### config.mk
export PLATFORM = sky130hd
export DESIGN_NAME = wb_host_initiator_flat
export DESIGN_NICKNAME = d
export VERILOG_FILES = /design/src/rtl/wb_host_initiator_if.sv /design/src/rtl/wb_host_initiator.sv /design/src/flat_wrapper.sv
export SDC_FILE = /design/constraint.sdc
export NUM_CORES = 1
export LEC_CHECK = 0
export BUFFER_PORTS_ARGS = -buffer_cell sky130_fd_sc_hd__buf_2
export CORE_MARGIN = 3
export CORE_UTILIZATION = 40
export DETAILED_ROUTE_END_ITERATION = 16
export GPL_ROUTABILITY_DRIVEN = 0
export PLACE_DENSITY = 0.78
export SLEW_MARGIN = 20
export SYNTH_ARGS = -nofsm -noshare
export SYNTH_HDL_FRONTEND = slang
export SYNTH_SLANG_ARGS = --single-unit
### constraint.sdc
create_clock -name wb_clk_i -period 1.9 [get_ports wb_clk_i]
set_input_delay 0.19 -clock wb_clk_i [delete_from_list [all_inputs] [get_ports wb_clk_i]]
set_output_delay 0.19 -clock wb_clk_i [all_outputs]
set_load 0.1 [all_outputs]
### src/rtl/wb_host_initiator_if.sv
// wb_host_initiator_if: command/response channels plus Wishbone master signals for wb_host_initiator.
interface wb_host_initiator_if #(
    parameter int ADR_W = 32,
    parameter int DAT_W = 32
);
    localparam int SEL_W = DAT_W / 8;
    logic             cmd_valid;
    logic             cmd_ready;
    logic             cmd_we;
    logic [ADR_W-1:0] cmd_adr;
    logic [DAT_W-1:0] cmd_dat;
    logic [SEL_W-1:0] cmd_sel;
    logic             rsp_valid;
    logic             rsp_ready;
    logic [DAT_W-1:0] rsp_dat;
    logic             rsp_err;
    logic             wbm_cyc_o;
    logic             wbm_stb_o;
    logic             wbm_we_o;
    logic [SEL_W-1:0] wbm_sel_o;
    logic [ADR_W-1:0] wbm_adr_o;
    logic [DAT_W-1:0] wbm_dat_o;
    logic             wbm_ack_i;
    logic [DAT_W-1:0] wbm_dat_i;

    modport master (
        input  cmd_valid, cmd_we, cmd_adr, cmd_dat, cmd_sel, rsp_ready, wbm_ack_i, wbm_dat_i,
        output cmd_ready, rsp_valid, rsp_dat, rsp_err,
        output wbm_cyc_o, wbm_stb_o, wbm_we_o, wbm_sel_o, wbm_adr_o, wbm_dat_o
    );

    modport slave (
        output cmd_valid, cmd_we, cmd_adr, cmd_dat, cmd_sel, rsp_ready, wbm_ack_i, wbm_dat_i,
        input  cmd_ready, rsp_valid, rsp_dat, rsp_err,
        input  wbm_cyc_o, wbm_stb_o, wbm_we_o, wbm_sel_o, wbm_adr_o, wbm_dat_o
    );
endinterface

### src/rtl/wb_host_initiator.sv
// wb_host_initiator: single-outstanding Wishbone classic initiator with bus timeout,
// fed by a valid/ready command channel and returning a valid/ready response.
module wb_host_initiator #(
    parameter int             ADR_W    = 32,
    parameter int             DAT_W    = 32,
    parameter int             TIMEOUT  = 255,
    parameter logic [DAT_W-1:0] ERR_DATA = DAT_W'(32'hFFFF_FFFF)
) (
    input logic                 wb_clk_i,
    input logic                 wb_rstn_i,
    wb_host_initiator_if.master bus
);
    localparam int SEL_W = DAT_W / 8;
    localparam int CW    = (TIMEOUT > 0) ? $clog2(TIMEOUT + 1) : 1;
    localparam logic [CW-1:0] CNT_MAX  = CW'(TIMEOUT);
    localparam logic [CW-1:0] CNT_LAST = CW'((TIMEOUT > 0) ? TIMEOUT - 1 : 0);

    typedef enum logic [1:0] {IDLE, BUS, RESP} state_t;

    state_t           state_q, state_d;
    logic             cyc_q, cyc_d;
    logic             we_q, we_d;
    logic [SEL_W-1:0] sel_q, sel_d;
    logic [ADR_W-1:0] adr_q, adr_d;
    logic [DAT_W-1:0] dat_q, dat_d;
    logic [CW-1:0]    cnt_q, cnt_d;
    logic             rsp_valid_q, rsp_valid_d;
    logic [DAT_W-1:0] rsp_dat_q, rsp_dat_d;
    logic             rsp_err_q, rsp_err_d;
    logic             expire;

    assign expire = (TIMEOUT != 0) && (cnt_q == CNT_LAST);

    always_comb begin
        state_d     = state_q;
        cyc_d       = cyc_q;
        we_d        = we_q;
        sel_d       = sel_q;
        adr_d       = adr_q;
        dat_d       = dat_q;
        cnt_d       = cnt_q;
        rsp_valid_d = rsp_valid_q;
        rsp_dat_d   = rsp_dat_q;
        rsp_err_d   = rsp_err_q;
        case (state_q)
            IDLE: if (bus.cmd_valid) begin
                state_d = BUS;
                cyc_d   = 1'b1;
                we_d    = bus.cmd_we;
                sel_d   = bus.cmd_sel;
                adr_d   = bus.cmd_adr;
                dat_d   = bus.cmd_dat;
                cnt_d   = '0;
            end
            BUS: if (bus.wbm_ack_i || expire) begin
                // ack takes priority over a timeout expiring on the same edge
                state_d     = RESP;
                cyc_d       = 1'b0;
                we_d        = 1'b0;
                sel_d       = '0;
                adr_d       = '0;
                dat_d       = '0;
                rsp_valid_d = 1'b1;
                rsp_err_d   = !bus.wbm_ack_i;
                rsp_dat_d   = !bus.wbm_ack_i ? ERR_DATA : (we_q ? '0 : bus.wbm_dat_i);
            end else begin
                cnt_d = (cnt_q == CNT_MAX) ? cnt_q : cnt_q + 1'b1;
            end
            RESP: if (bus.rsp_ready) begin
                state_d     = IDLE;
                rsp_valid_d = 1'b0;
            end
            default: state_d = IDLE;
        endcase
    end

    always_ff @(posedge wb_clk_i or negedge wb_rstn_i) begin
        if (!wb_rstn_i) begin
            state_q     <= IDLE;
            cyc_q       <= 1'b0;
            we_q        <= 1'b0;
            sel_q       <= '0;
            adr_q       <= '0;
            dat_q       <= '0;
            cnt_q       <= '0;
            rsp_valid_q <= 1'b0;
            rsp_dat_q   <= '0;
            rsp_err_q   <= 1'b0;
        end else begin
            state_q     <= state_d;
            cyc_q       <= cyc_d;
            we_q        <= we_d;
            sel_q       <= sel_d;
            adr_q       <= adr_d;
            dat_q       <= dat_d;
            cnt_q       <= cnt_d;
            rsp_valid_q <= rsp_valid_d;
            rsp_dat_q   <= rsp_dat_d;
            rsp_err_q   <= rsp_err_d;
        end
    end

    // cmd_ready is gated by reset so it reads 0 while reset is held
    assign bus.cmd_ready = wb_rstn_i && (state_q == IDLE);
    assign bus.rsp_valid = rsp_valid_q;
    assign bus.rsp_dat   = rsp_dat_q;
    assign bus.rsp_err   = rsp_err_q;
    assign bus.wbm_cyc_o = cyc_q;
    assign bus.wbm_stb_o = cyc_q;
    assign bus.wbm_we_o  = we_q;
    assign bus.wbm_sel_o = sel_q;
    assign bus.wbm_adr_o = adr_q;
    assign bus.wbm_dat_o = dat_q;
endmodule

### src/flat_wrapper.sv
// flat-port wrapper written by rule: the top's interface ports become plain ports
module wb_host_initiator_flat 
#(
    parameter int             ADR_W    = 32,
    parameter int             DAT_W    = 32,
    parameter int             TIMEOUT  = 255,
    parameter logic [DAT_W-1:0] ERR_DATA = DAT_W'(32'hFFFF_FFFF)
)
  (wb_clk_i, wb_rstn_i, bus_cmd_valid, bus_cmd_we, bus_cmd_adr, bus_cmd_dat, bus_cmd_sel, bus_rsp_ready, bus_wbm_ack_i, bus_wbm_dat_i, bus_cmd_ready, bus_rsp_valid, bus_rsp_dat, bus_rsp_err, bus_wbm_cyc_o, bus_wbm_stb_o, bus_wbm_we_o, bus_wbm_sel_o, bus_wbm_adr_o, bus_wbm_dat_o);
  wb_host_initiator_if #(.ADR_W(ADR_W), .DAT_W(DAT_W)) bus_i ();
  input logic wb_clk_i;
  input logic wb_rstn_i;
  input wire logic [$bits(bus_i.cmd_valid)-1:0] bus_cmd_valid;
  input wire logic [$bits(bus_i.cmd_we)-1:0] bus_cmd_we;
  input wire logic [$bits(bus_i.cmd_adr)-1:0] bus_cmd_adr;
  input wire logic [$bits(bus_i.cmd_dat)-1:0] bus_cmd_dat;
  input wire logic [$bits(bus_i.cmd_sel)-1:0] bus_cmd_sel;
  input wire logic [$bits(bus_i.rsp_ready)-1:0] bus_rsp_ready;
  input wire logic [$bits(bus_i.wbm_ack_i)-1:0] bus_wbm_ack_i;
  input wire logic [$bits(bus_i.wbm_dat_i)-1:0] bus_wbm_dat_i;
  output wire logic [$bits(bus_i.cmd_ready)-1:0] bus_cmd_ready;
  output wire logic [$bits(bus_i.rsp_valid)-1:0] bus_rsp_valid;
  output wire logic [$bits(bus_i.rsp_dat)-1:0] bus_rsp_dat;
  output wire logic [$bits(bus_i.rsp_err)-1:0] bus_rsp_err;
  output wire logic [$bits(bus_i.wbm_cyc_o)-1:0] bus_wbm_cyc_o;
  output wire logic [$bits(bus_i.wbm_stb_o)-1:0] bus_wbm_stb_o;
  output wire logic [$bits(bus_i.wbm_we_o)-1:0] bus_wbm_we_o;
  output wire logic [$bits(bus_i.wbm_sel_o)-1:0] bus_wbm_sel_o;
  output wire logic [$bits(bus_i.wbm_adr_o)-1:0] bus_wbm_adr_o;
  output wire logic [$bits(bus_i.wbm_dat_o)-1:0] bus_wbm_dat_o;
  assign bus_i.cmd_valid = bus_cmd_valid;
  assign bus_i.cmd_we = bus_cmd_we;
  assign bus_i.cmd_adr = bus_cmd_adr;
  assign bus_i.cmd_dat = bus_cmd_dat;
  assign bus_i.cmd_sel = bus_cmd_sel;
  assign bus_i.rsp_ready = bus_rsp_ready;
  assign bus_i.wbm_ack_i = bus_wbm_ack_i;
  assign bus_i.wbm_dat_i = bus_wbm_dat_i;
  assign bus_cmd_ready = bus_i.cmd_ready;
  assign bus_rsp_valid = bus_i.rsp_valid;
  assign bus_rsp_dat = bus_i.rsp_dat;
  assign bus_rsp_err = bus_i.rsp_err;
  assign bus_wbm_cyc_o = bus_i.wbm_cyc_o;
  assign bus_wbm_stb_o = bus_i.wbm_stb_o;
  assign bus_wbm_we_o = bus_i.wbm_we_o;
  assign bus_wbm_sel_o = bus_i.wbm_sel_o;
  assign bus_wbm_adr_o = bus_i.wbm_adr_o;
  assign bus_wbm_dat_o = bus_i.wbm_dat_o;
  wb_host_initiator #(.ADR_W(ADR_W), .DAT_W(DAT_W), .TIMEOUT(TIMEOUT), .ERR_DATA(ERR_DATA)) u_core (.wb_clk_i(wb_clk_i), .wb_rstn_i(wb_rstn_i), .bus(bus_i));
endmodule
==> results.yml, run 1 <==
run_status:
  status: "complete, no violations"
logic_synthesis:
  syn_area_mm2: 0.00509
  synth_ff_type: "dfrtp_1"
  syn_nets: 587
  syn-mean-instance-area_um2: 10.6
  synthTopCellsByCount: "nor2_1, dfrtp_1, nor3_2"
  async_flop_share_pct: 100
  synth_most_common_cell: "nor2_1"
  synth_top_area_share_pct: 56.1
  yosysTopAreaCell: "dfrtp_1"
  synth_enable_flop_cells: 0
  ys_types: 38
  yosysSeqAreaShare_pct: 56.1
  synth_seq_cells: 114
  synth_area_leaders: "dfrtp_1, nor3_2, nor2_1"
  ys.warnings.count: 0
  synth_cells: 479
worst_setup_path:
  r2r_start: "u_core.cnt_q[0]"
  worstSetupEndpoint: "u_core.cnt_q[1]"
  ff2ff_setup_slack_ns: 0.09
  end_kind: "flip-flop"
  cp.depth: 6
  crit_path_start_kind: "flip-flop"
  cp_slowest_stage_delay_ns: 0.39
  cp_top_family: "compound AO/OA/AOI/OAI gates"
  crit_chain: "inv_1, ha_1, o211a_1, and2_1, o31ai_4, mux2_2"
  worst_ep_required_time_ns: 2.19
  timing.rr.end: "u_core.cnt_q[1]"
  reg2regPathDepth: 6
  critical_path.max_fanout: 4
  crit_type: "flip-flop to flip-flop"
  crit_buf_inv: 1
  cp-startpoint: "u_core.cnt_q[0]"
  critPathSlowestCell: "dfrtp_1"
  cp.arrival_ns: 2.10
place:
  placed_cell_area_mm2: 0.00638
  port_buffers: 211
  dp.cells: 838
  hpwl_um: 9150
clocking:
  clockBufferDepth: 2
  clkTransAtPathRegs_ns: 0.06
  cts_sinks: 114
  clock-root-buffer: "clkbuf_16"
  htreeDepth: 4
  cts_tree: "done"
  cts_inserted_buffers: 17
  worstSkewPairLatency_ns: 0.40
worst_hold_path:
  hold_class: "primary input to flip-flop"
floorplan:
  io_pins: 212
  die-height_um: 119
  core_area_mm2: 0.0122
  start_util_pct: 41.7
  die_w_um: 119
  rows: 40
  die_area_mm2: 0.0141
layout:
  fin_area_mm2: 0.00704
  fin_cells: 871
  layout-drive-gt1-share_pct: 46.5
  fin_nets: 800
  synthToLayoutAreaGrowth_pct: 38.3
  nFillCells: 1068
  antennaDiodeCount: 0
drt:
  routed_wl_um: 13200
  ant_nets: 0
  drc: 0
  drtIter0Drc: 308
  viasPerCell: 4.93
  wl_per_cell_um: 15.2
  vias: 4295
  drtPass1Iterations: 4
global_routing:
  antenna_found_initial: 0
  grt_max_degree: 115
  grt_pass1_wl_um: 21700
  grt.total_usage_pct: 18.9
  grt_pass1_vias: 4417
  gr-total-overflow: 0
sta:
  fmax_mhz: 551
  min_period_ns: 1.81
  slew_headroom_pct: 57.2
  hold_viol: 0
  skew_ns: 0.00897
  finalMaxSlewViolations: 0
  tightest_slew_ns: 0.642
  min_period_over_period_pct: 95.5
  setup_viol: 0
run:
  max-cap-violations: 0
## area by class of cell
type,count,area [µm²],area share [%]
Sequential cell,114,2850,40.5
Timing Repair Buffer,230,1320,18.7
Inverter,4,15.0,0.213
Clock buffer,20,457,6.49
Clock inverter,10,159,2.26
Multi-Input combinational cell,325,2030,28.8
Tap cell,168,210,2.99
## how the worst min path moves through the flow
stage | startpoint | endpoint | slack, ns | cells past startpoint
global route | bus_cmd_adr[4] | u_core.bus.wbm_adr_o[4] | 0.03 | 3
detailed placement | wb_rstn_i | u_core.bus.wbm_dat_o[26] | 0.34 | 2
floorplan | wb_rstn_i | u_core.bus.rsp_dat[0] | -0.11 | 0
finish | bus_wbm_dat_i[21] | u_core.bus.rsp_dat[21] | 0.03 | 3
global placement | wb_rstn_i | u_core.bus.rsp_valid | 0.32 | 2
CTS | bus_wbm_dat_i[20] | u_core.bus.rsp_dat[20] | 0.02 | 3
## routing by layer
metal	GRT usage, %	wire, µm	vias to the layer above
li1	-	-	2033
met1	23.7	5610	2095
met4	7.39	231	0
met5	0	0	-
met2	30.9	6620	146
met3	5.31	748	21
## placed cells by master (no fill, tap or decap), types with 2 or more instances in the layout
cell type / Yosys / layout
a21oi_1: 8 / 7
a2bb2oi_1: 32 / 32
a31oi_1: 3 / 3
a41oi_1: 2 / 2
and2_1: 3 / 2
and3_1: 2 / 2
buf_12: 0 / 9
buf_2: 3 / 209
buf_4: 6 / 11
bufinv_16: 0 / 4
clkbuf_16: 0 / 17
clkbuf_8: 0 / 2
clkinv_2: 0 / 3
clkinvlp_4: 0 / 2
dfrtp_1: 114 / 114
ha_1: 2 / 2
inv_1: 4 / 4
nand2_1: 5 / 5
nand2b_1: 34 / 33
nand3_1: 2 / 2
nor2_1: 142 / 142
nor3_1: 11 / 11
nor3_2: 58 / 58
o21a_1: 2 / 2
## sequential cells by signal (all words and copies together) (netlist names)
| signal | flops |
|---|---|
| u_core.bus.rsp_dat | 32 |
| u_core.state_q | 2 |
| u_core.cnt_q | 8 |
| u_core.bus.wbm_sel_o | 4 |
| u_core.bus.wbm_dat_o | 32 |
| u_core.bus.rsp_valid | 1 |
| u_core.bus.wbm_we_o | 1 |
| u_core.bus.wbm_cyc_o | 1 |
| u_core.bus.rsp_err | 1 |
| u_core.bus.wbm_adr_o | 32 |
## worst register-to-register path, cell delays in order (launching register included)
cell	delay [ns]
dfrtp_1	0.39
inv_1	0.09
ha_1	0.23
o211a_1	0.24
and2_1	0.20
o31ai_4	0.21
mux2_2	0.36
## stage by stage
stage               setup slack [ns]  utilization, %  hold WS, ns  setup TNS (ns)
floorplan                     0.0555               -       -0.106               0
finish                        0.0863            57.6       0.0350               0
global route                -0.00412            57.6       0.0325        -0.00412
detailed placement            0.0802            52.3        0.335               0
global placement               0.187            52.3        0.320               0
CTS                           0.0673            57.4       0.0175               0
## logic make-up after synthesis
family          after synthesis  synth area share (%)
compound gates               56                  8.90
fa+ha+maj                     2                 0.492
buf+inv                      40                  4.65
flops                       114                  56.1
mux                           1                 0.221
simple gates                266                  29.7
## repair_timing
action                                  in CTS  in global routing
endpoints found under the setup margin       0                 13
buffers inserted                             0                  2
gates resized for setup                      0                  2
hold buffers                                 1                  0
hold endpoints to repair                   114                  0
Power of run 1 is not shown: default switching activity piles up to over one toggle a cycle in this logic, so the estimate is an artifact.
==> run 2: changes to the inputs <==
--- a/config.mk
+++ b/config.mk
@@ -11,6 +11,7 @@
 export DETAILED_ROUTE_END_ITERATION = 16
 export GPL_ROUTABILITY_DRIVEN = 0
 export PLACE_DENSITY = 0.78
+export RECOVER_POWER = 100
 export SLEW_MARGIN = 20
 export SYNTH_ARGS = -nofsm -noshare
 export SYNTH_HDL_FRONTEND = slang
==> results.yml, run 2 (synthesis gave the netlist of run 1 again) <==
floorplan:
  die_w_um: 119
  core_area_mm2: 0.0122
  die-height_um: 119
  io_pins: 212
  rows: 40
  start_util_pct: 41.7
  die_area_mm2: 0.0141
drt:
  routed_wl_um: 13200
  ant_nets: 0
  drc: 0
  vias: 4310
  drtIter0Drc: 302
  wl_per_cell_um: 15.1
  viasPerCell: 4.95
  drtPass1Iterations: 4
run_status:
  status: "complete, no violations"
clocking:
  htreeDepth: 4
  worstSkewPairLatency_ns: 0.40
  cts_tree: "done"
  clock-root-buffer: "clkbuf_16"
  clkTransAtPathRegs_ns: 0.06
  cts_inserted_buffers: 17
  clockBufferDepth: 2
  cts_sinks: 114
layout:
  antennaDiodeCount: 0
  synthToLayoutAreaGrowth_pct: 34.8
  fin_cells: 871
  fin_nets: 800
  layout-drive-gt1-share_pct: 42.2
  mostFrequentLayoutCells: "nor2_1, dfrtp_1, clkbuf_2"
  layout_commonest_cell: "nor2_1"
worst_hold_path:
  hold_class: "primary input to flip-flop"
  hp-start: "bus_wbm_dat_i[21]"
  hold_depth: 3
  min_to: "u_core.bus.rsp_dat[21]"
place:
  hpwl_um: 9150
  dp.cells: 838
  port_buffers: 211
sta:
  setup_viol: 0
  tns_ns: 0
  min_period_ns: 1.82
  finalMaxSlewViolations: 0
  fmax_mhz: 550
  min_period_over_period_pct: 95.7
  slew_headroom_pct: 30.3
  skew_ns: 0.00869
  hold_viol: 0
  tightest_slew_ns: 1.04
global_routing:
  grt_pass1_wl_um: 21700
  gr-total-overflow: 0
  grt_max_degree: 115
  antenna_found_initial: 0
  grt.total_usage_pct: 18.9
  grt_pass1_vias: 4417
worst_setup_path:
  critical_path.max_fanout: 4
  cp.arrival_ns: 2.10
  r2r_start: "u_core.cnt_q[0]"
  crit_type: "flip-flop to flip-flop"
  reg2regPathDepth: 6
  worst_ep_required_time_ns: 2.19
  end_kind: "flip-flop"
  ff2ff_setup_slack_ns: 0.08
  crit_path_start_kind: "flip-flop"
  cp_slowest_stage_delay_ns: 0.39
  crit_chain: "inv_1, ha_1, o211a_1, and2_1, o31ai_4, mux2_2"
  timing.rr.end: "u_core.cnt_q[1]"
  critPathSlowestCell: "dfrtp_1"
run:
  max-cap-violations: 0
-- run 2: cell type report --
cell class,count,area (µm²)
Tap cell,168,210
Inverter,4,15.0
Fill cell,1102,5360
Timing Repair Buffer,230,1270
Multi-Input combinational cell,325,1890
Sequential cell,114,2850
Clock buffer,20,457
Clock inverter,10,159
-- run 2: worst max-delay path, delay by kind of cell (launching register included) --
family                     cells  cell delay [ns]
and+or+nand+nor                1             0.20
DFF                            1             0.39
buffers and inverters          1             0.09
muxes                          1             0.36
AOI/OAI and AO/OA              2             0.45
adders and majority gates      1             0.22
-- run 2: worst max-delay path by stage --
stage | slack (ns) | startpoint | end | cells after the start
floorplan | 0.06 | u_core.state_q[0] | bus_cmd_ready | 1
global placement | 0.19 | u_core.cnt_q[4] | u_core.bus.rsp_dat[25] | 5
detailed placement | 0.08 | u_core.cnt_q[0] | u_core.cnt_q[1] | 6
CTS | 0.07 | u_core.cnt_q[4] | u_core.bus.rsp_dat[7] | 5
global route | -0.004 | u_core.cnt_q[0] | u_core.cnt_q[1] | 6
finish | 0.08 | u_core.cnt_q[0] | u_core.cnt_q[1] | 6
-- run 2: routing by layer --
metal  track usage, %  up-vias  share of wire [%]
li1                 -     2037                  -
met1             23.7     2092                 42
met2             30.9      158                 50
met3             5.31       23                6.4
met4             7.39        0                1.8
met5                0        -                  0
-- run 2: stage by stage --
| step | utilization (%) | hold slack, ns | worst slack, ns | area (µm²) |
|---|---|---|---|---|
| final | 56.1 | 0.0354 | 0.0824 | 6860 |
| after detailed placement | 52.3 | 0.335 | 0.0802 | 6380 |
| after global routing | 56.1 | 0.0325 | -0.00409 | 6860 |
| after global placement | 52.3 | 0.320 | 0.187 | 6380 |
| after floorplan | - | -0.106 | 0.0555 | 5090 |
| after CTS | 57.4 | 0.0175 | 0.0673 | 7010 |
-- run 2: what timing repair did --
item	in CTS	in global routing
setup endpoints to repair	0	13
resized for setup	0	2
hold buffers	1	0
endpoints found under the hold margin	114	0
buffers inserted	0	2
Power of run 2 is left out for the same reason.
==> run 3: changes to the inputs <==
--- a/config.mk
+++ b/config.mk
@@ -6,10 +6,12 @@
 export NUM_CORES = 1
 export LEC_CHECK = 0
 export BUFFER_PORTS_ARGS = -buffer_cell sky130_fd_sc_hd__buf_2
+export CORE_ASPECT_RATIO = 1.25
 export CORE_MARGIN = 3
 export CORE_UTILIZATION = 40
 export DETAILED_ROUTE_END_ITERATION = 16
 export GPL_ROUTABILITY_DRIVEN = 0
+export GPL_TIMING_DRIVEN = 0
 export PLACE_DENSITY = 0.78
 export RECOVER_POWER = 100
 export SLEW_MARGIN = 20
==> results.yml, run 3 (synthesis gave the netlist of run 1 again) <==
sta:
  fmax_mhz: 531
  finalMaxSlewViolations: 0
  hold_viol: 62
  min_period_ns: 1.88
  skew_ns: 0.00807
  setup_viol: 0
  hold_ws_ns: -0.247
  tightest_slew_ns: 1.27
  min_period_over_period_pct: 99.2
  slew_headroom_pct: 15.4
  rsz0062_at_grt: "true"
worst_setup_path:
  crit_type: "flip-flop to flip-flop"
  critical_path.max_fanout: 6
  crit_path_start_kind: "flip-flop"
  worst_ep_required_time_ns: 2.17
  crit_chain: "ha_1, o211a_1, and2_1, o31ai_2, clkbuf_2, o21ai_0"
  r2r_start: "u_core.cnt_q[1]"
  reg2regPathDepth: 6
  timing.rr.end: "u_core.cnt_q[0]"
  cp_slowest_stage_delay_ns: 0.43
  end_kind: "flip-flop"
  cp.arrival_ns: 2.15
  critPathSlowestCell: "dfrtp_1"
  ff2ff_setup_slack_ns: 0.02
  cp-startpoint: "u_core.cnt_q[1]"
place:
  port_buffers: 211
  hpwl_um: 10200
  placed_cell_area_mm2: 0.00639
  dp.cells: 855
layout:
  layout-drive-gt1-share_pct: 46.7
  nFillCells: 1102
  multi_input_area_mm2: 0.00204
  mostFrequentLayoutCells: "nor2_1, clkbuf_2, dfrtp_1"
  fin_cells: 886
  antennaDiodeCount: 0
  layout_commonest_cell: "nor2_1"
  synthToLayoutAreaGrowth_pct: 37.4
  fin_area_mm2: 0.00699
  final-seq-area_mm2: 0.00285
  fin_nets: 819
clocking:
  htreeDepth: 4
  clockBufferDepth: 2
  worstSkewPairLatency_ns: 0.41
  cts_sinks: 114
  clkTransAtPathRegs_ns: 0.05
  cts_tree: "done"
  cts_inserted_buffers: 17
  clock-root-buffer: "clkbuf_16"
floorplan:
  die_w_um: 107
  core_area_mm2: 0.0123
  start_util_pct: 41.4
  rows: 45
  die-height_um: 132
  io_pins: 212
  die_area_mm2: 0.0141
global_routing:
  grt_pass1_wl_um: 22500
  grt_max_degree: 65
  gr-total-overflow: 0
  antenna_found_initial: 0
  grt_pass1_vias: 4513
  grt.total_usage_pct: 20.0
drt:
  vias: 4386
  drc: 0
  ant_nets: 0
  drtIter0Drc: 264
  wl_per_cell_um: 15.5
  viasPerCell: 4.95
  routed_wl_um: 13700
  drtPass1Iterations: 4
run_status:
  violations: "hold timing"
  status: "complete, but fails checks"
worst_hold_path:
  hold_class: "primary input to asynchronous set/reset pin"
run:
  max-cap-violations: 0
==> run 3: layout make-up <==
| cell class | count | share of cell area (%) |
|---|---|---|
| flip-flops and latches | 114 | 40.8 |
| multi-input cells | 325 | 29.2 |
| repair buffers | 214 | 15.5 |
| clock buffers | 24 | 7.04 |
| plain buffers | 35 | 3.56 |
| well taps | 164 | 2.94 |
| clock inverters | 6 | 0.788 |
| inverters | 4 | 0.215 |
==> run 3: worst max path at each step <==
stage	endpoint	slack (ns)	cells past startpoint
detailed placement	u_core.bus.wbm_we_o	-0.15	6
CTS	u_core.bus.wbm_dat_o[3]	0.01	6
finish	u_core.cnt_q[0]	0.02	6
floorplan	bus_cmd_ready	0.06	1
global placement	bus_cmd_ready	-1.24	3
global route	u_core.bus.rsp_dat[15]	-0.07	6
==> run 3: layer usage <==
layer | track usage, % | up-vias | share of wire [%]
li1 | - | 2076 | -
met1 | 25.5 | 2130 | 41
met2 | 33.3 | 164 | 51
met3 | 4.46 | 16 | 5.9
met4 | 7.25 | 0 | 1.5
met5 | 0 | - | 0
==> run 3: stage by stage <==
stage / hold slack, ns / setup WS (ns) / setup TNS [ns] / utilization (%)
floorplan: -0.106 / 0.0555 / 0 / -
global placement: 0.439 / -1.24 / -74.96 / 51.8
detailed placement: 0.219 / -0.149 / -3.61 / 52.0
CTS: -0.215 / 0.0126 / 0 / 56.7
global route: -0.209 / -0.0725 / -4.66 / 56.9
finish: -0.247 / 0.0159 / 0 / 56.9
==> run 3: worst max-delay path: cells and delay by family (launching register included) <==
| kind | cells | cell delay, ns |
|---|---|---|
| compound gates | 3 | 0.64 |
| buf+inv | 1 | 0.24 |
| fa+ha+maj | 1 | 0.24 |
| flops | 1 | 0.43 |
| simple gates | 1 | 0.19 |
==> run 3: repair_timing <==
action,CTS,global route
hold endpoints to repair,62,62
setup endpoints to repair,71,100
resized for setup,5,31
pin swaps,1,2
setup buffers,1,1
Power of run 3 is left out for the same reason.
